<file path="src/rtl/tmds_pkg.sv">
// Shared TMDS definitions: the 10-bit symbol type, the four control-period
// codes, the running-disparity counter width and a byte popcount helper.
package tmds_pkg;

  typedef logic [9:0] tmds_sym_t;

  localparam int CNT_W = 6;

  localparam tmds_sym_t CTRL_00 = 10'b1101010100;
  localparam tmds_sym_t CTRL_01 = 10'b0010101011;
  localparam tmds_sym_t CTRL_10 = 10'b0101010100;
  localparam tmds_sym_t CTRL_11 = 10'b1010101011;

  function automatic logic [3:0] popcount8(input logic [7:0] v);
    logic [3:0] n;
    n = 4'd0;
    for (int i = 0; i < 8; i++) begin
      n = n + {3'b000, v[i]};
    end
    return n;
  endfunction

endpackage

</file>
<file path="src/rtl/tmds_channel_enc.sv">
// One TMDS channel: stage 1 transition-minimises the byte (registered
// together with de and the control pair), stage 2 applies DC balance using a
// private running disparity and registers the final 10-bit symbol.
//
// Ports:
//   clk   pixel clock
//   rst   asynchronous active-low reset
//   de    data enable, 1 = active video
//   d     8-bit pixel component
//   ctrl  {c1,c0} sent during blanking
//   sym   10-bit symbol, bit 0 transmitted first (2-cycle latency)
module tmds_channel_enc
  import tmds_pkg::*;
(
  input  logic       clk,
  input  logic       rst,
  input  logic       de,
  input  logic [7:0] d,
  input  logic [1:0] ctrl,
  output logic [9:0] sym
);

  localparam logic signed [CNT_W-1:0] CNT_ZERO = '0;

  // Stage 1
  logic [3:0] n1_d;
  logic       xnor_mode;
  logic       acc;
  logic [8:0] q_m_d;

  logic [8:0] q_m_q;
  logic       de_q;
  logic [1:0] ctrl_q;

  always_comb begin
    n1_d      = popcount8(d);
    xnor_mode = (n1_d > 4'd4) || ((n1_d == 4'd4) && !d[0]);
    q_m_d     = '0;
    acc       = d[0];
    q_m_d[0]  = acc;
    for (int i = 1; i < 8; i++) begin
      acc      = xnor_mode ? ~(acc ^ d[i]) : (acc ^ d[i]);
      q_m_d[i] = acc;
    end
    q_m_d[8] = ~xnor_mode;
  end

  // Stage 2
  logic [3:0]              n1q;
  logic [3:0]              n0q;
  logic signed [CNT_W-1:0] diff;     // N1q - N0q
  logic signed [CNT_W-1:0] q8_x2;    // 2*q_m[8]
  logic signed [CNT_W-1:0] nq8_x2;   // 2*~q_m[8]
  logic signed [CNT_W-1:0] cnt_q;
  logic signed [CNT_W-1:0] cnt_d;
  tmds_sym_t               sym_q;
  tmds_sym_t               sym_d;

  always_comb begin
    n1q    = popcount8(q_m_q[7:0]);
    n0q    = 4'd8 - n1q;
    diff   = $signed({{(CNT_W-4){1'b0}}, n1q}) - $signed({{(CNT_W-4){1'b0}}, n0q});
    q8_x2  = {{(CNT_W-2){1'b0}}, q_m_q[8], 1'b0};
    nq8_x2 = {{(CNT_W-2){1'b0}}, ~q_m_q[8], 1'b0};
    sym_d  = CTRL_00;
    cnt_d  = cnt_q;
    if (!de_q) begin
      // Blanking always re-centres disparity so each line starts balanced.
      cnt_d = CNT_ZERO;
      case (ctrl_q)
        2'b00:   sym_d = CTRL_00;
        2'b01:   sym_d = CTRL_01;
        2'b10:   sym_d = CTRL_10;
        default: sym_d = CTRL_11;
      endcase
    end else if ((cnt_q == CNT_ZERO) || (n1q == n0q)) begin
      sym_d = {~q_m_q[8], q_m_q[8], q_m_q[8] ? q_m_q[7:0] : ~q_m_q[7:0]};
      cnt_d = q_m_q[8] ? (cnt_q + diff) : (cnt_q - diff);
    end else if (((cnt_q > CNT_ZERO) && (n1q > n0q)) ||
                 ((cnt_q < CNT_ZERO) && (n0q > n1q))) begin
      sym_d = {1'b1, q_m_q[8], ~q_m_q[7:0]};
      cnt_d = cnt_q + q8_x2 - diff;
    end else begin
      sym_d = {1'b0, q_m_q[8], q_m_q[7:0]};
      cnt_d = cnt_q + diff - nq8_x2;
    end
  end

  always_ff @(posedge clk or negedge rst) begin
    if (!rst) begin
      q_m_q  <= '0;
      de_q   <= 1'b0;
      ctrl_q <= 2'b00;
      cnt_q  <= CNT_ZERO;
      sym_q  <= CTRL_00;
    end else begin
      q_m_q  <= q_m_d;
      de_q   <= de;
      ctrl_q <= ctrl;
      cnt_q  <= cnt_d;
      sym_q  <= sym_d;
    end
  end

  assign sym = sym_q;

endmodule

</file>
<file path="src/rtl/dvi_tmds_encoder.sv">
// Three-channel DVI TMDS encoder. Maps blue/green/red onto channels 0/1/2;
// channel 0 carries {vsync,hsync} during blanking, channels 1 and 2 carry
// fixed control pairs. Every symbol lags its inputs by two clocks.
//
// Ports:
//   clk, rst            pixel clock, asynchronous active-low reset
//   de                  data enable
//   blue, green, red    pixel components
//   hsync, vsync        sync, used on channel 0 only while de==0
//   sym0, sym1, sym2    10-bit TMDS symbols to the serializers
module dvi_tmds_encoder
  import tmds_pkg::*;
#(
  parameter logic [1:0] CH1_CTRL = 2'b00,
  parameter logic [1:0] CH2_CTRL = 2'b00
) (
  input  logic       clk,
  input  logic       rst,
  input  logic       de,
  input  logic [7:0] blue,
  input  logic [7:0] green,
  input  logic [7:0] red,
  input  logic       hsync,
  input  logic       vsync,
  output logic [9:0] sym0,
  output logic [9:0] sym1,
  output logic [9:0] sym2
);

  tmds_channel_enc u_ch0 (
    .clk  (clk),
    .rst  (rst),
    .de   (de),
    .d    (blue),
    .ctrl ({vsync, hsync}),
    .sym  (sym0)
  );

  tmds_channel_enc u_ch1 (
    .clk  (clk),
    .rst  (rst),
    .de   (de),
    .d    (green),
    .ctrl (CH1_CTRL),
    .sym  (sym1)
  );

  tmds_channel_enc u_ch2 (
    .clk  (clk),
    .rst  (rst),
    .de   (de),
    .d    (red),
    .ctrl (CH2_CTRL),
    .sym  (sym2)
  );

endmodule

</file>
<file path="config.mk">
export PLATFORM = sky130hd
export DESIGN_NAME = dvi_tmds_encoder
export DESIGN_NICKNAME = d
export VERILOG_FILES = /design/src/rtl/tmds_pkg.sv /design/src/rtl/tmds_channel_enc.sv /design/src/rtl/dvi_tmds_encoder.sv
export SDC_FILE = /design/constraint.sdc
export NUM_CORES = 1
export LEC_CHECK = 0
export ABC_AREA = 1
export CORE_ASPECT_RATIO = 2
export CORE_MARGIN = 2
export CORE_UTILIZATION = 40
export DETAILED_ROUTE_END_ITERATION = 8
export PLACE_DENSITY_LB_ADDON = 0.12
export SLEW_MARGIN = 20
export SYNTH_ARGS = -nofsm -noshare
export SYNTH_HDL_FRONTEND = slang
export SYNTH_SLANG_ARGS = --single-unit
export TNS_END_PERCENT = 30
</file>
<file path="constraint.sdc">
create_clock -name clk -period 5.8 [get_ports clk]
set_input_delay 0.58 -clock clk [delete_from_list [all_inputs] [get_ports clk]]
set_output_delay 0.58 -clock clk [all_outputs]
set_load 0.005 [all_outputs]
</file>
# After elaboration in Yosys (flattened, before gate mapping)
# Cells that the tools add are included.
# op_classes
addsub,63
order_cmp,15
eq_ne,8
n_mux,46
n_bitwise,51
n_reduce_logical,25
# ops
operator,count
$add A4 B1 Y4,36
$mux W10,9
$mux W6,12
$sub A6 B6 Y6,6
$pmux W10 S3,1
$not A1 Y1,27
$gt A4 B4 Y1,6
$mux W8,3
$not A8 Y8,3
$mux W1,21
$xor A1 B1 Y1,21
$add A6 B3 Y6,3
$add A6 B6 Y6,3
$gt A6 B1 Y1 const B,3
$logic_not A6 Y1,3
$lt A6 B1 Y1 const B,3
$sub A6 B3 Y6,3
$sub A4 B4 Y5,3
$add A1 B1 Y2,6
$eq A4 B3 Y1 const B,3
$eq A4 B4 Y1,3
$gt A4 B3 Y1 const B,3
$sub A4 B4 Y4 const A,3
$logic_and A1 B1 Y1,9
5 further kinds,15
# word_totals
register_bits,78
inputBits,29
output_inout_bits,30

# Depth between registers and ports, before layout
# logic_depth
word_depth,29
mapped_depth,30

# Hierarchy
# From an unflattened synthesis, not the netlist that was laid out.
# hier_totals
cells_unflattened,980
hier_area_um2,7614.8
# by_module_without_submodules
mod,n_inst,cells_each,area_per_inst_um2,seq_area_each_um2
tmds_channel_enc at u_ch0,1,338,2553.7,706.9
tmds_channel_enc at u_ch2,1,320,2553.7,706.9
tmds_channel_enc at u_ch1,1,321,2503.7,706.9
dvi_tmds_encoder,1,1,3.8,0.0

# Least setup slack after synthesis
# No wires, ideal clock.
# synth_timing
kind,register to register
from,register u_ch1.q_m_q[0]
to,register u_ch1.cnt_q[5]
t_arrival_ns,5.172
t_required_ns,5.685
slack_ns,0.513
stages_incl_launch_ff,24
cell_sequence,dfrtp_1 -> ha_1 -> inv_1 -> fa_1 -> fa_1 -> fa_1 -> fa_1 -> nand2_2 -> ha_1 -> nand3_1 -> nand4_2 -> inv_1 -> nor3_1 -> inv_1 -> ha_1 -> fa_1 -> a21oi_1 -> nand3_1 -> nand2_1 -> nand4_1 -> nand3_1 -> nand2_1 -> nor2_1 -> nor2_1
# synth_via
elab_chain_cells,14
elab_cells_between_ends,24
classes_between,13 x add/sub; 2 x order compare; 1 x eq/ne; 4 x mux; 4 x reduce/logical
# synth_lines
element,line_no,source
"start, declared",tmds_channel_enc.sv:31,logic [8:0] q_m_q;
"start signal, assigned",tmds_channel_enc.sv:97,q_m_q <= q_m_d;
$add A1 B1 Y2 *,tmds_pkg.sv:18,"n = n + {3'b000, v[i]};"
$add A4 B1 Y4 * (6 in a row),tmds_pkg.sv:18,
$sub A4 B4 Y4,tmds_channel_enc.sv:61,n0q = 4'd8 - n1q;
$sub A4 B4 Y5 (tied with other cells),tmds_channel_enc.sv:62,"diff = $signed({{(CNT_W-4){1'b0}}, n1q}) - $signed({{(CNT_W-4){1'b0}}, n0q});"
$add A6 B6 Y6 (tied with other cells),"tmds_channel_enc.sv:78, tmds_channel_enc.sv:85",
$sub A6 B3 Y6 or $logic_or A1 B1 Y1 (tied branches),"tmds_channel_enc.sv:85, tmds_channel_enc.sv:79",
$mux W6,tmds_channel_enc.sv:79,end else if (((cnt_q > CNT_ZERO) && (n1q > n0q)) ||
$mux W6 *,tmds_channel_enc.sv:76,end else if ((cnt_q == CNT_ZERO) || (n1q == n0q)) begin
$mux W6 *,tmds_channel_enc.sv:67,if (!de_q) begin
named net u_ch1.cnt_d[5],tmds_channel_enc.sv:55,logic signed [CNT_W-1:0] cnt_d;
"end signal, assigned",tmds_channel_enc.sv:100,cnt_q <= cnt_d;
"end, declared",tmds_channel_enc.sv:54,logic signed [CNT_W-1:0] cnt_q;
# The timed path passes the listed nets; every way through them passes the cells marked *.

# Worst setup path after layout
# Same ends and word-level chain as after synthesis.

==> impl_results.md <==
- Max incr delay on CP: just under 600 ps
- Cell Area, Synth: ~0.007 mm²
- CP Capture Type: register
- Initial antenna violation count: 0
- Post-synthesis sequential area ratio: around 28%
- Worst slew pin tran: just over 800 ps
- Total GRT Usage: 19.5%
- Layout area overhead: 16.6%
- Commonest cells after routing, fill and taps aside: nand2_1, inv_1, ha_1
- Met3 Use GR: approximately 2.4%
- # Max-Cap Violations: 0
- Crit-path max FO: 5
- Via count: roughly 5600
- Worst Skew: ~9.3 ps
- GR peak layer: met2
- Max Fclk: 0.183 GHz
- Run status: complete, no violations
- Clock transition at the registers of the reported paths: around 70 ps
- Required time worst endpoint: between 6000 and 7000 ps
- Max Transition Viols Final: 0
- Slowest cell on the critical path: fa_2
- CTS Buffer Depth: 2
- Worst-skew pair later-pin latency: ~340 ps
- Port-buffer cells: slightly below 60
- Cts hold-fix bufs: 0
- Ant. Diodes: 0
- Vias in the first global route: around 6000
- Netlist cell types: 43
- Setup Viol. Count Final: 0
- I/O pins: 59
- DRT iter0 DRCs: 154
- Buf+Inv Stages, Crit Path: 3
- Die Y: ~190 µm
- WS Path Type: register to register
- Setup TNS Final: 0 ps
- Final WS setup: about 330 ps
- Synth Net Count: between 900 and 1000
- Final RePlAce weighted congestion: 0.929
- WL/cell: 15.2 µm
- Total CTS buffers: 9
- Commonest non-fill, non-tap cell in the layout: nand2_1
- DP HPWL: 14.0 mm
- Largest net degree at the start of global routing: 64
- Tmin final: between 5000 and 6000 ps
- Worst EP arrival: 5710 ps
- Global-route wire length before repair: between 20 and 30 mm
- Top Family by Delay on Critical Path: adder cells
- Htree depth: 3
- Non-Filler Instances: about 1100
- Startpoint types: register
- # nets final: between 1000 and 1500
- CTS Sinks: 78
- Global route overflow: 0
- Row count: a little under 70
- Vias per Instance: 4.92
- Core region area: 0.0172 mm²
- Drt drc: 0
- Post-Place Cells: roughly 1100
- Die area: ~0.019 mm²
- Syn Inst Count: approximately 850
- Ordered cell list for the critical path: ha_1 > inv_1 > fa_1 > fa_1 > fa_2 > fa_2 > nand2_2 > ha_1 > nand3_1 > nand4_4 > inv_1 > nor3_2 > inv_1 > ha_1 > fa_2 > nand3b_1 > nand2_1 > nand2_1 > nand2_1 > nand4_1 > nand3_1 > nand2_1 > nor2_1 > nor2_1
- YS warnings: 0
- Root buf cell: clkbuf_16
- Final Routed Wirelength: around 17 mm
- Final Cell Area: about 0.0081 mm²
- Hold Vio Cnt, Final: 0
- Most used cell, CP: nand2_1
- RSZ-0062 raised after global routing: no
- Tcrit/Tclk final: 94.4%
- Share of cells above drive strength 1: between 10% and 20%
- Mapped Avg Cell Area: 8.16 µm²
- Total iterations of the first detailed-routing run: 4
- Antenna Nets Post-Route: 0
- Met2 global-route usage: a little over two fifths
- Met1 global-route usage: between 15 and 20%
- Initial cell density of the core: 40.5%
- Slew HR: around 45%
- Worst hold path class: primary input to async pin
- CTS tree: done
- Placement Setup Slack: roughly 160 ps
- Post-DP Area: approximately 0.0078 mm²
- Yosys reg bits: 78
- Die Span X: 97.3 µm
what timing repair did:
item,4_1_cts,5_1_grt
endpoints found under the setup margin,0,2
buffers inserted,0,1
gates resized for setup,0,8
logic make-up after synthesis:
kind of cell / share of synthesized area, %
adder cells (fa/ha/maj): 23.8
buffers and inverters: 10.0
flip-flops: 28.3
AO/OA/AOI/OAI: 8.65
AND/OR/NAND/NOR: 23.0
XOR/XNOR: 6.18
path summary, 6_finish.rpt:
path / cells after the start / startpoint / slack, ps / end
setup / recovery: 24 / u_ch1.q_m_q[0]$_DFF_PN0_ / 330 / u_ch1.cnt_q[5]$_DFF_PN0_
hold / removal: 1 / rst / 80 / u_ch0.sym[0]$_DFF_PN0_
setup reg to reg: 24 / u_ch1.q_m_q[0]$_DFF_PN0_ / 330 / u_ch1.cnt_q[5]$_DFF_PN0_
hold reg to reg: 1 / u_ch2.q_m_q[1]$_DFF_PN0_ / 470 / u_ch2.sym[1]$_DFF_PN0_
max in group asynchronous: 2 / rst / 4650 / u_ch0.cnt_q[4]$_DFF_PN0_
min in group clk: 1 / u_ch2.q_m_q[1]$_DFF_PN0_ / 470 / u_ch2.sym[1]$_DFF_PN0_
state kept, by name (all words and copies together) (netlist names), 2 cells and up:
| name | count |
|---|---|
| u_ch1.cnt_q | 6 |
| u_ch1.q_m_q | 9 |
| u_ch0.sym | 10 |
| u_ch2.q_m_q | 9 |
| u_ch2.cnt_q | 6 |
| u_ch0.ctrl_q | 2 |
| u_ch2.sym | 10 |
| u_ch0.cnt_q | 6 |
| u_ch0.q_m_q | 9 |
| u_ch1.sym | 10 |
cell usage after synthesis:
cell,instances,area share (%)
nand2_4,10,1.6
o21ai_2,3,0.38
a22oi_1,1,0.11
nand3_4,2,0.50
xnor2_1,15,1.9
nor3_1,10,0.72
a21boi_0,1,0.11
a31oi_1,1,0.090
buf_6,3,0.49
ha_1,70,13
nor2_2,1,0.090
nand2_2,18,1.6
nor2_4,2,0.32
xor2_1,29,3.6
nand3b_1,9,0.97
o22ai_1,1,0.090
xnor3_1,2,0.65
clkbuf_1,5,0.27
nand4_2,1,0.18
a21o_1,1,0.11
inv_6,1,0.13
o21ai_4,1,0.23
o21ai_0,37,2.7
buf_2,2,0.14
inv_2,5,0.27
a211oi_1,1,0.11
nand3_2,3,0.43
buf_4,2,0.22
clkinv_1,1,0.054
nand3_1,67,4.8
o21bai_1,3,0.32
inv_1,157,8.5
o21ai_1,6,0.43
dfrtp_1,63,23
fa_1,39,11
a21oi_2,5,0.63
nand2_1,165,8.9
nand4_1,5,0.45
dfstp_2,15,5.7
nor2_1,45,2.4
a21oi_1,41,2.9
o31ai_1,2,0.22
o211ai_1,2,0.22
layout make-up:
| type | instances | area (µm²) |
|---|---|---|
| Clock buffer | 10 | 229 |
| Clock inverter | 6 | 92.6 |
| Fill cell | 1789 | 9070 |
| Inverter | 164 | 621 |
| Multi-Input combinational cell | 599 | 4330 |
| Sequential cell | 78 | 1970 |
| Tap cell | 210 | 263 |
| Timing Repair Buffer | 63 | 616 |
per-stage QoR:
step                      utilization [%]  hold WS, ps
after CTS                            47.0         75.4
after detailed placement             45.1          447
final                                47.2         79.0
after global placement               45.1          447
after floorplan                         -          284
after global routing                 47.2         82.6
per-layer routing:
layer  vias to the layer above  part of all wire, %
met5                         -                    0
met3                        36                  2.5
li1                       2799                    -
met4                         0                  3.8
met2                       110                   61
met1                      2617                   32
Power is left out: the tool's default activity adds up to more than one toggle a clock period on the data nets, which glitch-free logic cannot reach.
